===== src/rtl/mem_arbiter.sv =====
// Two-port arbiter sharing one single-port memory between instruction fetch and data access.
// Optional MEM_ARB_RR_EN: round-robin arbitration instead of fixed data priority.
module mem_arbiter #(
    parameter int N   = 64,
    parameter int LAT = 2
) (
    input  logic         clk,
    input  logic         reset,
    input  logic         if_req,
    input  logic [N-1:0] if_addr,
    output logic [31:0]  if_rdata,
    output logic         if_ready,
    input  logic         dm_readEnable,
    input  logic         dm_writeEnable,
    input  logic [N-1:0] dm_addr,
    input  logic [N-1:0] dm_writeData,
    output logic [N-1:0] dm_rdata,
    output logic         dm_ready,
    output logic         mem_en,
    output logic         mem_we,
    output logic [N-1:0] mem_addr,
    output logic [N-1:0] mem_wdata,
    input  logic [N-1:0] mem_rdata,
    output logic         busy
);

    // state  | meaning
    // IDLE   | waiting for a request; arbitration happens here
    // ACCESS | memory enabled, wait counter running down
    // DONE   | ready pulse to the grantee; held requests ignored
    typedef enum logic [1:0] {IDLE, ACCESS, DONE} state_t;

    state_t     state;
    logic [3:0] cnt;
    logic       last_grant;   // 0 = fetch, 1 = data
    logic       grant_dm;
    logic       dm_req;
    logic       pick_dm;

    always_comb begin
        dm_req = dm_readEnable | dm_writeEnable;
`ifdef MEM_ARB_RR_EN
        pick_dm = dm_req & (~if_req | ~last_grant);
`else
        pick_dm = dm_req;
`endif
    end

    // mem_addr/mem_wdata double as the latched transaction registers
    always_ff @(posedge clk) begin
        if (reset) begin
            state      <= IDLE;
            cnt        <= '0;
            last_grant <= 1'b0;
            grant_dm   <= 1'b0;
            if_rdata   <= '0;
            if_ready   <= 1'b0;
            dm_rdata   <= '0;
            dm_ready   <= 1'b0;
            mem_en     <= 1'b0;
            mem_we     <= 1'b0;
            mem_addr   <= '0;
            mem_wdata  <= '0;
            busy       <= 1'b0;
        end else begin
            case (state)
                IDLE: begin
                    if (dm_req || if_req) begin
                        grant_dm   <= pick_dm;
                        last_grant <= pick_dm;
                        mem_addr   <= pick_dm ? dm_addr : if_addr;
                        mem_wdata  <= pick_dm ? dm_writeData : '0;
                        mem_we     <= pick_dm & dm_writeEnable;
                        mem_en     <= 1'b1;
                        busy       <= 1'b1;
                        cnt        <= 4'(LAT - 1);
                        state      <= ACCESS;
                    end
                end
                ACCESS: begin
                    if (cnt == 4'd0) begin
                        if (!mem_we) begin
                            if (grant_dm)
                                dm_rdata <= mem_rdata;
                            else
                                if_rdata <= mem_addr[2] ? mem_rdata[63:32] : mem_rdata[31:0];
                        end
                        mem_en   <= 1'b0;
                        mem_we   <= 1'b0;
                        if_ready <= ~grant_dm;
                        dm_ready <= grant_dm;
                        state    <= DONE;
                    end else begin
                        cnt <= cnt - 4'd1;
                    end
                end
                DONE: begin
                    if_ready <= 1'b0;
                    dm_ready <= 1'b0;
                    busy     <= 1'b0;
                    state    <= IDLE;
                end
                default: state <= IDLE;
            endcase
        end
    end

endmodule


===== config.mk =====
export PLATFORM = sky130hd
export DESIGN_NAME = mem_arbiter
export DESIGN_NICKNAME = d
export VERILOG_FILES = /design/src/rtl/mem_arbiter.sv
export SDC_FILE = /design/constraint.sdc
export NUM_CORES = 1
export LEC_CHECK = 0
export BUFFER_PORTS_ARGS = -buffer_cell sky130_fd_sc_hd__buf_2
export CAP_MARGIN = 5
export CORE_AREA = 2 2 193 195
export CTS_CLUSTER_DIAMETER = 80
export DETAILED_ROUTE_END_ITERATION = 7
export DIE_AREA = 0 0 195 197
export PLACE_DENSITY = 0.54
export SLEW_MARGIN = 20
export SYNTH_ARGS = -nofsm -noshare
export SYNTH_HDL_FRONTEND = slang
export SYNTH_SLANG_ARGS = --single-unit
export TNS_END_PERCENT = 5

===== constraint.sdc =====
create_clock -name clk -period 1.8 [get_ports clk]
set_clock_uncertainty 0.05 [all_clocks]
set_input_delay 0.18 -clock clk [delete_from_list [all_inputs] [get_ports clk]]
set_output_delay 0.18 -clock clk [all_outputs]
set_load 0.005 [all_outputs]

==> results.toml <==
[setup_path]
cp-end-kind = "flop"
worst-r2r-setup-slack_ns = -0.13
worst-path-max-fanout = 8
critical_path_class = "reg2reg"
required_ns = 2.19
crit_end = "if_rdata[5]$_SDFFE_PP0P_"
rr_endpoint = "if_rdata[5]$_SDFFE_PP0P_"
arrival_ns = 2.31
reg2reg_from = "cnt[1]$_SDFFE_PP0P_"
r2r_cells = 9
start_kind = "flop"
cp-startpoint = "cnt[1]$_SDFFE_PP0P_"

[run_status]
status = "complete, but fails checks"
failed_checks = "negative setup slack"

[floorplan]
coreArea_um2 = 36260
top_level_ports = 490
rows = 70
start_util_pct = 25.29
die_y_um = 197
die_width_um = 195
die_area_um2 = 38420

[logic_synthesis]
yosys_warnings = 0
async_flop_share_pct = 0
ys_seq_area_share_pct = 51.53
synth_edf_count = 0
ys_types = 30
syn_area_um2 = 9169
syn_nets = 1324
syn-instance-count = 1061
synth_flop_cell = "dfxtp_1"
avgSynthCellArea_um2 = 8.642
ys_ff_latch = 236

[sta]
slew_headroom_pct = 61.81
setup_ws_ns = -0.1269
max_freq_mhz = 519.0
worst_slew_pin_slew_ns = 0.5728
finalHoldViolations = 0
fin_worst_hold_slack_ns = 0.06389
min_period_ns = 1.927
finalSetupTns_ns = -6.270
fin_crit_sh_pct = 107.0
drv_slew = 0
setup_viol = 96
rsz0062_at_grt = "yes"

[grt]
grt_pass1_vias = 10580
grt_usage_pct = 17.72
antenna_found_initial = 0
grt_start_max_net_pins = 130
grt_pass1_wl_um = 55620
gr-total-overflow = 0

[layout]
drive_gt1_share_pct = 36.41
areaGrowthSynthToFinish_pct = 77.39
fin_nets = 2060
n_antenna_cell = 0
fillers = 3439

[pwr]
total_power_uw = 15830
ir_drop_uv = 635.5
powerDensity_nw_per_um2 = 973.1
leakage_uw = 0.007237

[hold_path]
min_from = "reset"
min_path_type = "in2reg"

[clock_network]
cts_tree = "done"
htreeDepth = 1
clk_pin_slew_ns = 0.06
cts_root_buffer = "clkbuf_16"
clk_latency_ns = 0.55
cts.sinks = 236
cts_buffers = 28
cts.path.max_buffers = 3

[drt]
drt_pre_antenna_iters = 7
wl_per_cell_um = 16.32
drc = 0
dr_total_vias = 10690
ant_nets = 0
via_per_inst = 4.678
routed_wl_um = 37300
drt_iter0_markers = 428

[place]
gp_congestion = 0.8043
dp_worst_setup_slack_ns = -0.1296
dp_hpwl_um = 23460
port-buffer-count = 489

[job]
maxCapViolations = 0
==> power breakdown <==
| part | internal [uW] | switching, uW | total [uW] |
|---|---|---|---|
| sequential | 5840 | 358 | 6200 |
| combinational | 2050 | 2100 | 4150 |
| clock | 3180 | 2300 | 5470 |
| total | 11100 | 4760 | 15800 |
==> repair_timing <==
action                     CTS  global route
hold buffers               256             0
pin swaps                    5            34
buffers inserted            10             8
cloned                       2             6
resized for setup            6            47
hold endpoints to repair   222             0
setup endpoints to repair   94           128
==> area by class of cell <==
| class | instances | area (um^2) | share of cell area (%) |
|---|---|---|---|
| multi-input cells | 721 | 4150 | 25.52 |
| inverters | 3 | 11.26 | 0.06924 |
| flip-flops and latches | 236 | 4727 | 29.06 |
| clock inverters | 14 | 118.9 | 0.7308 |
| clock buffers | 37 | 774.5 | 4.762 |
| repair buffers | 807 | 5897 | 36.26 |
| well taps | 468 | 585.6 | 3.600 |
==> cell families after synthesis <==
logic type	share of synthesized area [%]
compound gates	23.46
fa+ha+maj	0.2729
buf+inv	4.817
flops	51.53
mux	3.493
simple gates	16.43
==> worst min path at each step <==
stage	end	cells after the start	slack [ns]
2_1_floorplan	dm_rdata[0]$_SDFFE_PP0P_	2	0.27
3_3_place_gp	mem_wdata[57]$_SDFFE_PP0P_	3	0.36
3_5_place_dp	mem_wdata[6]$_SDFFE_PP0P_	3	0.37
4_1_cts	grant_dm$_SDFFE_PP0P_	2	0.05
5_1_grt	mem_we$_SDFFE_PP0P_	2	0.08
6_report	grant_dm$_SDFFE_PP0P_	2	0.06
==> layout by cell type (no fill, tap or decap), types with 10 or more instances in the layout <==
master	n
a311oi_1	64
dfxtp_1	234
mux2i_1	32
buf_2	488
buf_12	21
a21oi_1	61
a211oi_2	30
dlygate4sd3_1	256
buf_4	25
nand2_1	191
o21ai_0	65
a22oi_1	64
nor2_1	161
clkbuf_16	34
a21oi_2	10
==> worst max-delay path, cell delays in order (launching register included) <==
cell	delay, ns
dfxtp_1	0.32
inv_2	0.07
ha_4	0.12
or3b_4	0.41
nor4_4	0.27
buf_12	0.16
buf_12	0.12
buf_12	0.13
buf_4	0.11
a211oi_2	0.05
==> state kept, by name (all words and copies together), names as in the netlist <==
register   flops
mem_en         1
mem_wdata     64
if_rdata      32
busy           1
mem_addr      64
dm_rdata      64
mem_we         1
cnt            4
state          2
dm_ready       1
grant_dm       1
if_ready       1
==> synth_stat cells, types with 2 or more instances <==
| library cell | count | area, um^2 |
|---|---|---|
| a21oi_1 | 71 | 355.3 |
| nand2b_1 | 2 | 12.51 |
| a22oi_1 | 64 | 480.5 |
| a311oi_1 | 64 | 560.5 |
| nand3_1 | 2 | 10.01 |
| a31oi_1 | 2 | 12.51 |
| nor3_1 | 8 | 40.04 |
| o21ai_0 | 65 | 325.3 |
| clkbuf_1 | 74 | 277.8 |
| buf_4 | 3 | 22.52 |
| dfxtp_1 | 236 | 4725 |
| nor2_1 | 170 | 638.1 |
| inv_1 | 3 | 11.26 |
| a211oi_2 | 28 | 350.3 |
| a211oi_1 | 5 | 37.54 |
| ha_1 | 2 | 25.02 |
| buf_2 | 14 | 70.07 |
| mux2i_1 | 32 | 320.3 |
| nand2_1 | 196 | 735.7 |
| buf_6 | 3 | 33.78 |
| nor2b_1 | 2 | 12.51 |
| buf_1 | 7 | 26.28 |
==> per-layer routing <==
metal  up-vias  GRT usage, %  routed length [um]
met5         -             0                   0
met4         0         8.142                1357
met3        91         4.038                2758
met2       490         31.11               18380
met1      4929         20.52               14810
li1       5183             -                   -
==> per-stage QoR <==
step	utilization [%]	cell area [um^2]	cells
after floorplan	-	9169	1061
after global placement	33.94	12310	1955
after detailed placement	33.94	12310	1955
after CTS	43.89	15920	2274
after global routing	44.86	16260	2286
final	44.86	16260	2286
No activity file was read; power rests on OpenSTA's default activity.
